$ cat src/rtl/mux_4to1_case_reg.sv
// Four-way WIDTH-bit lane selector: a combinational output plus a registered
// copy carrying a one-cycle valid pulse and the select value that produced it.
module mux_4to1_case_reg #(
  parameter int WIDTH = 4
) (
  input  logic             clk,
  input  logic             rst,
  input  logic             en,
  input  logic [WIDTH-1:0] a,
  input  logic [WIDTH-1:0] b,
  input  logic [WIDTH-1:0] c,
  input  logic [WIDTH-1:0] d,
  input  logic [1:0]       sel,
  output logic [WIDTH-1:0] out_comb,
  output logic [WIDTH-1:0] out,
  output logic             out_valid,
  output logic [1:0]       sel_q
);

  // Capture protocol: en is a one-cycle strobe with no backpressure. Each
  // edge with en=1 (and rst=0) samples out_comb/sel, and out_valid is high
  // for exactly the following cycle; en held high streams one sample/cycle.

  logic [WIDTH-1:0] w_sel_data;
  logic [WIDTH-1:0] r_out;
  logic             r_out_valid;
  logic [1:0]       r_sel_q;

  // An X/Z select yields all-X in simulation; synthesis may optimise it away.
  always_comb begin
    w_sel_data = {WIDTH{1'bx}};
    case (sel)
      2'b00:   w_sel_data = a;
      2'b01:   w_sel_data = b;
      2'b10:   w_sel_data = c;
      2'b11:   w_sel_data = d;
      default: w_sel_data = {WIDTH{1'bx}};
    endcase
  end

  always_ff @(posedge clk) begin
    if (rst) begin
      r_out       <= '0;
      r_out_valid <= 1'b0;
      r_sel_q     <= 2'b00;
    end else if (en) begin
      r_out       <= w_sel_data;
      r_out_valid <= 1'b1;
      r_sel_q     <= sel;
    end else begin
      r_out_valid <= 1'b0;
    end
  end

  assign out_comb  = w_sel_data;
  assign out       = r_out;
  assign out_valid = r_out_valid;
  assign sel_q     = r_sel_q;

endmodule

$ cat config.mk
export PLATFORM = sky130hd
export DESIGN_NAME = mux_4to1_case_reg
export DESIGN_NICKNAME = d
export VERILOG_FILES = /design/src/rtl/mux_4to1_case_reg.sv
export SDC_FILE = /design/constraint.sdc
export NUM_CORES = 1
export LEC_CHECK = 0
export ABC_AREA = 1
export BUFFER_PORTS_ARGS = -buffer_cell sky130_fd_sc_hd__buf_2
export CAP_MARGIN = 40
export CORE_AREA = 2 2 39 41
export CTS_CLUSTER_DIAMETER = 200
export DETAILED_ROUTE_END_ITERATION = 10
export DIE_AREA = 0 0 41 43
export GPL_TIMING_DRIVEN = 0
export PLACE_DENSITY_LB_ADDON = 0.3
export SLEW_MARGIN = 20
export SYNTH_ARGS = -nofsm -noshare
export SYNTH_HDL_FRONTEND = slang
export SYNTH_SLANG_ARGS = --single-unit
$ cat constraint.sdc
create_clock -name clk -period 0.8 [get_ports clk]
set_input_delay 0.04 -clock clk [delete_from_list [all_inputs] [get_ports clk]]
set_output_delay 0.04 -clock clk [all_outputs]
set_load 0.005 [all_outputs]
=== Word level (Yosys, flattened, before mapping) ===
Index checks and enable logic that the tools add are counted.

* Bits in registers: 7
* Word-level logic and storage cells: 9
* Output and inout bits: 11

* Multiplexer cells: 2
* Equal/unequal tests: 3
* Reductions and logical operators: 1

{| class="wikitable"
|+ Operators by type and width
! operator !! number
|-
| 4-bit case mux with 4 select lines || 1
|-
| 2-bit equality test, second input constant || 2
|-
| 2-bit by 1-bit equality test with 1-bit output, second input constant || 1
|-
| 2-bit zero test || 1
|-
| 1-bit two-way mux || 1
|}

=== Depth between registers and ports, before layout ===
Gate-level depths: netlist of the first run.

* Depth in word-level cells: 2
* Mapped depth: 8
* Gate-level depth less buffers: 7

=== Least setup slack after synthesis of the first run ===
OpenSTA, ideal clock, no wires.

* Path kind: input port to flip-flop
* Start point: input port sel[1]
* End point: register r_out[3] (netlist: out[3])
* Setup slack: 0.085 ns
* Buffers on the path: 1
* Library setup time: 0.109 ns
* Arrival: 0.606 ns
* Cell stages on the path: 8
* Required time: 0.691 ns
* Cell sequence: buf_4 -> inv_2 -> nand2_1 -> nor2_1 -> nor2_2 -> nand3_1 -> nand2_1 -> inv_1

* Word-level cells in the longest chain between the ends: 2
* Elaborated cells between the ends (all ways): 5
* Those cells by class: 3 x eq/ne; 1 x mux; 1 x reduce/logical

{| class="wikitable"
|+ RTL lines
! element !! line !! RTL
|-
| start, declared || 13 || <nowiki>input logic [1:0] sel,</nowiki>
|-
| 2-bit equality test (tied with other cells) || 32 || <nowiki>case (sel)</nowiki>
|-
| 4-bit case mux with 4 select lines (*) || 32 ||
|-
| end signal, assigned || 47 || <nowiki>r_out <= w_sel_data;</nowiki>
|-
| end, declared || 25 || <nowiki>logic [WIDTH-1:0] r_out;</nowiki>
|}

Mark *: on every way between the ends. The rest lies on a longest branch, timed or not.
A chain may end at the register's enable or synchronous reset.

=== Final worst setup path of the first run ===
* Start point: register r_sel_q[0] (netlist: sel_q[0])
* End point: output port sel_q[0]

{| class="wikitable"
|+ RTL lines
! element !! line !! RTL
|-
| start, declared || 27 || <nowiki>logic [1:0] r_sel_q;</nowiki>
|-
| start signal, assigned || 49 || <nowiki>r_sel_q <= sel;</nowiki>
|-
| end, declared || 17 || <nowiki>output logic [1:0] sel_q</nowiki>
|}

No word-level cell between the ends.

==> summary.log, run 1 <==
qor: pwr.vdd_ir_drop_max 410 uV
qor: global_route.grt_most_used_layer met2
qor: timing.worst_slew_margin_rel 89.1%
qor: worst_setup_path.crit_chain buf_2
qor: global_route.gr-usage-all-layers 12.8%
qor: global_route.grt_pass1_wl 1.53 mm
qor: routing.dr_total_vias 542
qor: finish.antenna-diode-count 0
qor: placement.port_buffers 30
qor: timing.fin_crit 732 ps
qor: worst_setup_path.cp_data_arrival_time 690 ps
qor: logic_synthesis.ys_top_cells_by_area sky130_fd_sc_hd__dfxtp_1 (34%), sky130_fd_sc_hd__nand2_1 (15%), sky130_fd_sc_hd__nand3_1 (14%)
qor: finish.fraction_of_final_layout_cells_sized_beyond_drive_strength_1 41.0%
qor: clock_tree.cts-hold-fix-buffers 0
qor: global_route.maximum_number_of_pins_on_one_net_before_global_route_repair 11
qor: global_route.groute.layer.met2.usage 19.1%
qor: worst_setup_path.crit_path_max_fanout 2
qor: logic_synthesis.synth_area_per_cell 5.89 um2
qor: routing.drt_first_pass_iters 6
qor: pwr.total_leakage_power 0.393 nW
qor: timing.slew_viol_final 0
qor: finish.area_delta_synth_final 48.8%
qor: worst_setup_path.required 760 ps
qor: floorplan.die_h 43 um
qor: worst_setup_path.type_of_destination_of_the_critical_path primary output
qor: worst_setup_path.path_class reg -> out
qor: pwr.power_density 1510 nW/um2
qor: placement.place.gp.congestion 0.686
qor: placement.place_hpwl 803 um
qor: routing.drtIter0Drc 10
qor: clock_tree.clk_latency 250 ps
qor: status.outcome complete, no violations
qor: logic_synthesis.post_synth_instance_area 418 um2
qor: clock_tree.clock_sinks 7
qor: finish.post_layout_net_count 127
qor: routing.wl_per_cell 8.12 um
qor: floorplan.dieWidth 41 um
qor: flow_run.cap_viol_max_count 0
qor: clock_tree.cts-root-buf sky130_fd_sc_hd__clkbuf_4
qor: logic_synthesis.synth_nets 92
qor: global_route.grt_util_met3 1.57%
qor: clock_tree.post_cts.repair.setup_buffers 0
qor: logic_synthesis.ys.warnings.count 0
qor: clock_tree.cts.clk_slew.worst_paths 50 ps
qor: global_route.grtUsageMet1 15.4%
qor: routing.drt-total-wl 982 um
qor: worst_setup_path.ff2ff_setup_slack 160 ps
qor: worst_setup_path.worst_path_max_delay_cell sky130_fd_sc_hd__dfxtp_1
qor: placement.numPlacedInstances 117
qor: timing.fmax 1.37 GHz
qor: logic_synthesis.netlist-cell-type-count 10
qor: floorplan.initial_utilization 30.2%
qor: logic_synthesis.ys_seq_elements 7
qor: worst_setup_path.cp-start-kind register
qor: global_route.grt_pass1_vias 422
qor: global_route.grt_overflow 0
qor: clock_tree.tritoncts yes
qor: floorplan.floorplan.rows 14
qor: logic_synthesis.yosysTopAreaCell sky130_fd_sc_hd__dfxtp_1
qor: pwr.total_power 0.000937 W
qor: routing.drt-vias-per-instance 4.48
qor: logic_synthesis.yosysSeqAreaShare 33.5%
qor: worst_setup_path.timing.critical_path.max_delay_family flip-flops
qor: global_route.antenna_found_initial 0
qor: clock_tree.clock_path_buffers 2
qor: finish.final_cell_count_no_fill 121
qor: floorplan.design.die.area 1760 um2
qor: worst_hold_path.min_path_type in -> reg
qor: finish.layout.filler_cells 154
qor: worst_setup_path.rr_worst_depth 4
qor: clock_tree.cts_resized 0
qor: worst_setup_path.cp_num_buf_inv 1
qor: timing.actual_transition_at_the_worst_max_transition_pin 163 ps
qor: floorplan.floorplan.io_pins 32
qor: timing.setup_viol 0
qor: routing.detail_route.drc_violations 0
qor: floorplan.design.core.area 1380 um2
qor: timing.rsz0062_at_grt false
qor: timing.final_hold_viol_count 0
qor: logic_synthesis.postSynthCellCount 71
qor: worst_setup_path.worst_path_largest_cell_delay 330 ps
qor: logic_synthesis.synth.top_cell.area_share 33.5%
qor: worst_setup_path.path_depth 1
qor: clock_tree.numCtsBuffers 3
qor: timing.totalNegativeSetupSlack 0 ps
qor: clock_tree.clock_tree.htree_level_count 1
qor: routing.antenna_left 0
qor: worst_hold_path.hold-path-cell-count 2
qor: timing.clock_skew 0 ps
qor: timing.share_of_the_cycle_needed_by_the_critical_path_after_routing 91.5%
[cell usage after synthesis (all sizes together)]
library cell / n
inv: 11
dfxtp: 7
a211oi: 2
nand2: 17
nand3: 12
nor2: 20
buf: 2
[per-layer routing]
metal	part of all wire (%)	vias up
met5	0	-
met4	0	0
met3	9.9	0
met2	48	30
met1	42	227
li1	-	285
[registers in the layout, indices dropped and copies added, names as in the netlist]
register and count:
out 4, sel_q 2, out_valid 1
[logic make-up (layout without fill, tap and decap cells)]
family,after synthesis,in the layout,synth area share [%]
AOI/OAI and AO/OA,2,2,3.59
buffers and inverters,13,47,12.9
DFF,7,7,33.5
and+or+nand+nor,49,49,50.0
[cells in the final DEF, fill, tap and decap left out, drive strengths merged]
cell type and instances:
a211oi 2, nor2 20, buf 31, inv 11
nand3 12, dfxtp 7, nand2 17, clkbuf 5
[cell type report]
cell class / count / area, um2 / area share [%]
buffer: 2 / 12.5 / 2.01
timing repair buffer: 30 / 153 / 24.5
sequential: 7 / 140 / 22.5
tap: 16 / 20.0 / 3.22
clock buffer: 4 / 26.3 / 4.23
multi-input combinational: 51 / 229 / 36.8
inverter: 11 / 41.3 / 6.64
[through the flow]
| step | cell area, um2 | utilization (%) | worst slack [ps] | hold slack (ps) |
|---|---|---|---|---|
| CTS | 614 | 44.4 | 15.9 | 34.6 |
| finish | 622 | 44.9 | 68.3 | 41.3 |
| detailed placement | 588 | 42.5 | -9.61 | 305 |
| global route | 622 | 44.9 | 4.88 | 39.2 |
| global placement | 588 | 42.5 | -10.9 | 303 |
| floorplan | 418 | - | 85.1 | 112 |
[power by group]
group,switching [W],internal [W]
Combinational,0.000122,0.000114
Sequential,0.0000103,0.000375
Clock,0.000126,0.000190
[worst paths after layout]
kind	end	startpoint
hold reg to reg	sel_q[1]	sel_q[1]
setup / recovery	sel_q[0]	sel_q[0]
setup reg to reg	out[1]	out[1]
hold / removal	out_valid	rst
Power figures use the tool's default switching activity.
==> run 2: changes to the inputs <==
- BUFFER_PORTS_ARGS: -buffer_cell sky130_fd_sc_hd__buf_2 -> not set
- DONT_BUFFER_PORTS: not set -> 1
==> summary.log, run 2 (same netlist as run 1, synthesis figures left out) <==
qor: timing.worst_slew_margin_rel 81.1% [-8.0 points]
qor: worst_hold_path.min_path_type in -> reg
qor: timing.clock_skew 0 ps [unchanged]
qor: floorplan.design.core.area 1380 um2 [unchanged]
qor: finish.layout.filler_cells 161 [+4.5%]
qor: routing.dr_total_vias 428 [-21%]
qor: placement.place_hpwl 758 um [-5.5%]
qor: floorplan.die_h 43 um [unchanged]
qor: worst_setup_path.cp_data_arrival_time 640 ps [-50 ps]
qor: finish.final_cell_count_no_fill 93 [-23%]
qor: finish.antenna-diode-count 0 [unchanged]
qor: global_route.grt_pass1_vias 387 [-8.3%]
qor: routing.detail_route.drc_violations 0 [unchanged]
qor: finish.post_layout_net_count 99 [-22%]
qor: floorplan.initial_utilization 30.2% [unchanged]
qor: timing.final_hold_viol_count 0 [unchanged]
qor: finish.area_delta_synth_final 16.5%
qor: timing.share_of_the_cycle_needed_by_the_critical_path_after_routing 85.6% [-5.9 points]
qor: global_route.antenna_found_initial 0 [unchanged]
qor: finish.most-common-layout-cells sky130_fd_sc_hd__nand2_1 (17), sky130_fd_sc_hd__nor2_1 (16), sky130_fd_sc_hd__nand3_1 (12)
qor: global_route.grt_overflow 0 [unchanged]
qor: pwr.total_leakage_power 0.283 nW [-28%]
qor: routing.drt-total-wl 927 um [-5.6%]
qor: timing.fmax 1.46 GHz [+6.9%]
qor: routing.wl_per_cell 9.97 um [+23%]
qor: finish.fin_area 487 um2 [-22%]
qor: floorplan.dieWidth 41 um [unchanged]
qor: timing.rsz0062_at_grt false
qor: worst_setup_path.required 760 ps [about the same]
qor: pwr.power_density 1750 nW/um2 [+16%]
qor: pwr.vdd_ir_drop_max 415 uV [+1.3%]
qor: worst_setup_path.crit_path_max_fanout 10 [+8]
qor: placement.place.gp.congestion 0.639 [-6.9%]
qor: clock_tree.clock_path_buffers 2 [unchanged]
qor: worst_setup_path.type_of_destination_of_the_critical_path primary output
qor: worst_setup_path.cp-start-kind input port
qor: status.outcome complete, no violations
qor: timing.totalNegativeSetupSlack 0 ps [unchanged]
qor: clock_tree.clock_sinks 7 [unchanged]
qor: routing.drt-vias-per-instance 4.60 [+2.7%]
qor: clock_tree.cts.clk_slew.worst_paths 50 ps [about the same]
qor: clock_tree.clock_tree.htree_level_count 1 [unchanged]
qor: routing.drt_first_pass_iters 4 [-2]
qor: routing.drtIter0Drc 9 [-1]
qor: routing.antenna_left 0 [unchanged]
qor: placement.dpl-instance-area 438 um2 [-26%]
qor: global_route.maximum_number_of_pins_on_one_net_before_global_route_repair 11 [unchanged]
qor: placement.numPlacedInstances 87 [-26%]
qor: flow_run.cap_viol_max_count 0 [unchanged]
qor: clock_tree.tritoncts yes
qor: placement.port_buffers 0 [-100%]
qor: worst_setup_path.path_class in -> out
qor: finish.fraction_of_final_layout_cells_sized_beyond_drive_strength_1 14.3% [-27 points]
qor: timing.setup_viol 0 [unchanged]
qor: floorplan.floorplan.rows 14 [unchanged]
qor: timing.slew_viol_final 0 [unchanged]
qor: clock_tree.cts-root-buf sky130_fd_sc_hd__clkbuf_4
qor: global_route.grt_pass1_wl 1.44 mm [-5.8%]
qor: clock_tree.numCtsBuffers 3 [unchanged]
qor: clock_tree.clk_latency 240 ps [about the same]
qor: floorplan.design.die.area 1760 um2 [unchanged]
qor: timing.fin_crit 685 ps [-47.1 ps]
qor: finish.layout_commonest_cell sky130_fd_sc_hd__nand2_1
qor: timing.actual_transition_at_the_worst_max_transition_pin 282 ps [+119 ps]
qor: global_route.gr-usage-all-layers 12.1% [-0.61 points]
qor: finish.largest_reg_flops 4 [unchanged]
qor: floorplan.floorplan.io_pins 32 [unchanged]
qor: finish.finalCoreUtilization 35.2% [-9.8 points]
[run 2: changes by cell type in the layout (fill, tap and decap cells not counted)]
| cell | delta |
|---|---|
| sky130_fd_sc_hd__dlymetal6s4s_1 | +1 |
| sky130_fd_sc_hd__nor2_2 | -1 |
| sky130_fd_sc_hd__nand2_1 | +1 |
| sky130_fd_sc_hd__dlygate4sd3_1 | +1 |
| sky130_fd_sc_hd__clkbuf_4 | -1 |
| sky130_fd_sc_hd__nand2_2 | -1 |
| sky130_fd_sc_hd__buf_2 | -29 |
| sky130_fd_sc_hd__nor2_1 | +1 |
[run 2: where the power goes]
group          switching, W  internal, W  leakage, nW
Sequential        0.0000171     0.000375       0.0582
Combinational     0.0000891    0.0000590        0.210
Clock              0.000121     0.000190       0.0150
[run 2: worst paths after layout]
kind	startpoint	end	slack, ps	cells past startpoint
min	en	out[2]	10	4
min reg2reg	sel_q[1]	sel_q[1]	500	2
max	sel[1]	out_comb[2]	120	4
max reg2reg	out[0]	out[0]	140	4
[run 2: final cells by class]
cell class / count / area, um2 / area share, %
Buffer: 2 / 12.5 / 2.57
Sequential cell: 7 / 140 / 28.8
Tap cell: 16 / 20.0 / 4.11
Clock buffer: 4 / 26.3 / 5.40
Timing Repair Buffer: 2 / 22.5 / 4.63
Multi-Input combinational cell: 51 / 224 / 46.0
Inverter: 11 / 41.3 / 8.48
[run 2: repair_timing]
| item | in CTS | in global routing |
|---|---|---|
| setup endpoints to repair | 0 | 2 |
| buffers inserted | 0 | 0 |
| hold endpoints to repair | 7 | 0 |
| gates resized for setup | 0 | 1 |
| hold buffers | 2 | 0 |
[run 2: worst max-delay path: stages]
cell and delay (ps):
sky130_fd_sc_hd__buf_4 140, sky130_fd_sc_hd__nor2_1 240, sky130_fd_sc_hd__nand2_1 110, sky130_fd_sc_hd__nand2_1 110
[run 2: metal layers]
layer	part of all wire (%)	vias up	routed length, um	global-route usage, %
met5	0	-	0	0
met4	1.5	0	14	10.0
met3	10	2	93	2.62
met2	46	22	426	17.8
met1	42	174	391	14.1
li1	-	230	-	-
[run 2: metrics by stage]
step           total power (W)  hold WS, ps  worst slack, ps
6_report              0.000851         11.5              115
4_1_cts               0.000868         10.3             26.7
5_1_grt               0.000904         39.2             28.1
3_5_place_dp          0.000538          115            -16.2
2_1_floorplan         0.000512          112             85.1
3_3_place_gp          0.000536          112            -13.6
==> run 3: changes to the inputs <==
- REMOVE_ABC_BUFFERS: not set -> 1
==> summary.log, run 3 (same netlist as run 1, synthesis figures left out) <==
qor: status.outcome finished, violations left
qor: status.violations hold timing
qor: timing.worst_slew_margin_rel 77.9% [-3.3 points]
qor: timing.totalNegativeSetupSlack 0 ps [unchanged]
qor: timing.rsz0062_at_grt false
qor: clock_tree.post_cts.repair.setup_buffers 0 [unchanged]
qor: clock_tree.clk_latency 250 ps [about the same]
qor: routing.detail_route.drc_violations 0 [unchanged]
qor: finish.largest_reg_flops 4 [unchanged]
qor: worst_setup_path.path_class reg -> reg
qor: clock_tree.clock_sinks 7 [unchanged]
qor: timing.actual_transition_at_the_worst_max_transition_pin 331 ps [+48.9 ps]
qor: pwr.intPower 0.000620 W [-0.61%]
qor: pwr.vdd_ir_drop_max 772 uV [+86%]
qor: pwr.total_switching_power 0.000224 W [-1.3%]
qor: finish.most-common-layout-cells sky130_fd_sc_hd__nand2_1 (17), sky130_fd_sc_hd__nor2_1 (16), sky130_fd_sc_hd__nand3_1 (12)
qor: timing.slew_viol_final 0 [unchanged]
qor: routing.wl_per_cell 10.5 um [+5.7%]
qor: finish.layout.filler_cells 176 [+9.3%]
qor: global_route.grt_overflow 0 [unchanged]
qor: finish.layout_commonest_cell sky130_fd_sc_hd__nand2_1
qor: finish.fraction_of_final_layout_cells_sized_beyond_drive_strength_1 12.0% [-2.3 points]
qor: worst_setup_path.type_of_destination_of_the_critical_path register
qor: worst_setup_path.cp-start-kind register
qor: floorplan.dieWidth 41 um [unchanged]
qor: flow_run.cap_viol_max_count 0 [unchanged]
qor: floorplan.initial_utilization 30.2% [unchanged]
qor: placement.port_buffers 0 [unchanged]
qor: pwr.comb_power_share 15.5% [-1.9 points]
qor: timing.finalHoldWorstSlack -123 ps [-134 ps]
qor: finish.antenna-diode-count 0 [unchanged]
qor: global_route.grt_pass1_vias 359 [-7.2%]
qor: finish.post_layout_net_count 97 [-2.0%]
qor: clock_tree.cts-root-buf sky130_fd_sc_hd__clkbuf_4
qor: floorplan.floorplan.io_pins 32 [unchanged]
qor: finish.area_delta_synth_final 13.5%
qor: pwr.p_clk_share 38.2% [+1.7 points]
qor: global_route.gr-usage-all-layers 13.2% [+1.1 points]
qor: clock_tree.clock_tree.htree_level_count 1 [unchanged]
qor: timing.fmax 1.54 GHz [+5.1%]
qor: timing.clock_skew 0 ps [unchanged]
qor: worst_hold_path.min_path_type in -> reg
qor: clock_tree.cts-hold-fix-buffers 2 [unchanged]
qor: placement.place.gp.congestion 0.689 [+7.8%]
qor: floorplan.design.die.area 1760 um2 [unchanged]
qor: pwr.switching_share 26.6% [-0.13 points]
qor: worst_setup_path.crit_path_max_fanout 2 [-8]
qor: routing.antenna_left 0 [unchanged]
qor: floorplan.die_h 43 um [unchanged]
qor: timing.final_hold_viol_count 6 [+6]
qor: pwr.total_leakage_power 0.275 nW [-3.1%]
qor: timing.share_of_the_cycle_needed_by_the_critical_path_after_routing 81.4% [-4.2 points]
qor: routing.dr_total_vias 414 [-3.3%]
qor: pwr.power_density 1780 nW/um2 [+1.8%]
qor: floorplan.floorplan.rows 14 [unchanged]
qor: routing.drt_first_pass_iters 5 [+1]
qor: clock_tree.cts.clk_slew.worst_paths 50 ps [about the same]
qor: worst_setup_path.cp_data_arrival_time 800 ps [+160 ps]
qor: routing.drt-vias-per-instance 4.55 [-1.1%]
qor: timing.fin_crit 651 ps [-33.4 ps]
qor: clock_tree.clock_path_buffers 2 [unchanged]
qor: routing.drtIter0Drc 8 [-1]
qor: clock_tree.numCtsBuffers 3 [unchanged]
qor: timing.setup_viol 0 [unchanged]
qor: clock_tree.tritoncts yes
qor: global_route.antenna_found_initial 0 [unchanged]
qor: floorplan.design.core.area 1380 um2 [unchanged]
qor: routing.drt-total-wl 959 um [+3.5%]
qor: worst_setup_path.required 950 ps [+190 ps]
qor: global_route.maximum_number_of_pins_on_one_net_before_global_route_repair 14 [+3]
qor: global_route.grt_pass1_wl 1.48 mm [+2.4%]
qor: pwr.sequential_share_of_power 46.3% [+0.2 points]
## run 3: cell count changes in the layout (fill, tap and decap cells not counted), sizes merged
cell	delta
buf	-2
## run 3: worst max-delay path, cell delays in order, from the launching register on
cell	delay [ps]
sky130_fd_sc_hd__dfxtp_1	320
sky130_fd_sc_hd__nor2_1	80
sky130_fd_sc_hd__nor2_1	40
sky130_fd_sc_hd__nand2_1	70
sky130_fd_sc_hd__inv_1	30
## run 3: final timing paths
| check | from | to | slack, ps | depth (start not counted) |
|---|---|---|---|---|
| worst min register to register | sel_q[1] | sel_q[1] | 490 | 2 |
| worst max-delay path | out[3] | out[3] | 150 | 4 |
| worst min-delay path | en | sel_q[0] | -120 | 1 |
| worst max register to register | out[3] | out[3] | 150 | 4 |
## run 3: cell type report
cell class                      instances  area (um2)  area share, %
Clock buffer                            4        26.3           5.54
Inverter                               11        41.3           8.71
Multi-Input combinational cell         51         224           47.2
Sequential cell                         7         140           29.6
Tap cell                               16        20.0           4.22
Timing Repair Buffer                    2        22.5           4.75
## run 3: metrics by stage
step / setup WS [ps] / cell area, um2 / cells / util [%] / total power (W)
6_report: 149 / 474 / 91 / 34.3 / 0.000844
2_1_floorplan: 202 / 405 / 69 / - / 0.000498
5_1_grt: 62.5 / 474 / 91 / 34.3 / 0.000905
4_1_cts: 29.6 / 472 / 91 / 34.1 / 0.000862
3_3_place_gp: 136 / 425 / 85 / 30.7 / 0.000518
3_5_place_dp: 113 / 425 / 85 / 30.7 / 0.000520
## run 3: power groups by stage
stage / clock network [W] / logic, W / registers, W
2_1_floorplan: 0 / 0.000102 / 0.000396
3_3_place_gp: 0 / 0.000120 / 0.000398
3_5_place_dp: 0 / 0.000121 / 0.000399
4_1_cts: 0.000336 / 0.000134 / 0.000392
5_1_grt: 0.000357 / 0.000153 / 0.000395
6_report: 0.000322 / 0.000131 / 0.000391
## run 3: timing repair
action | CTS | global route
gates resized for setup | 0 | 1
hold endpoints to repair | 7 | 6
endpoints found under the setup margin | 0 | 1
## run 3: metal layers
metal	up-vias	GRT usage (%)	wire length (um)
met5	-	0	0
met4	0	6.00	9
met3	2	7.85	84
met2	16	21.3	478
met1	172	12.8	387
li1	224	-	-
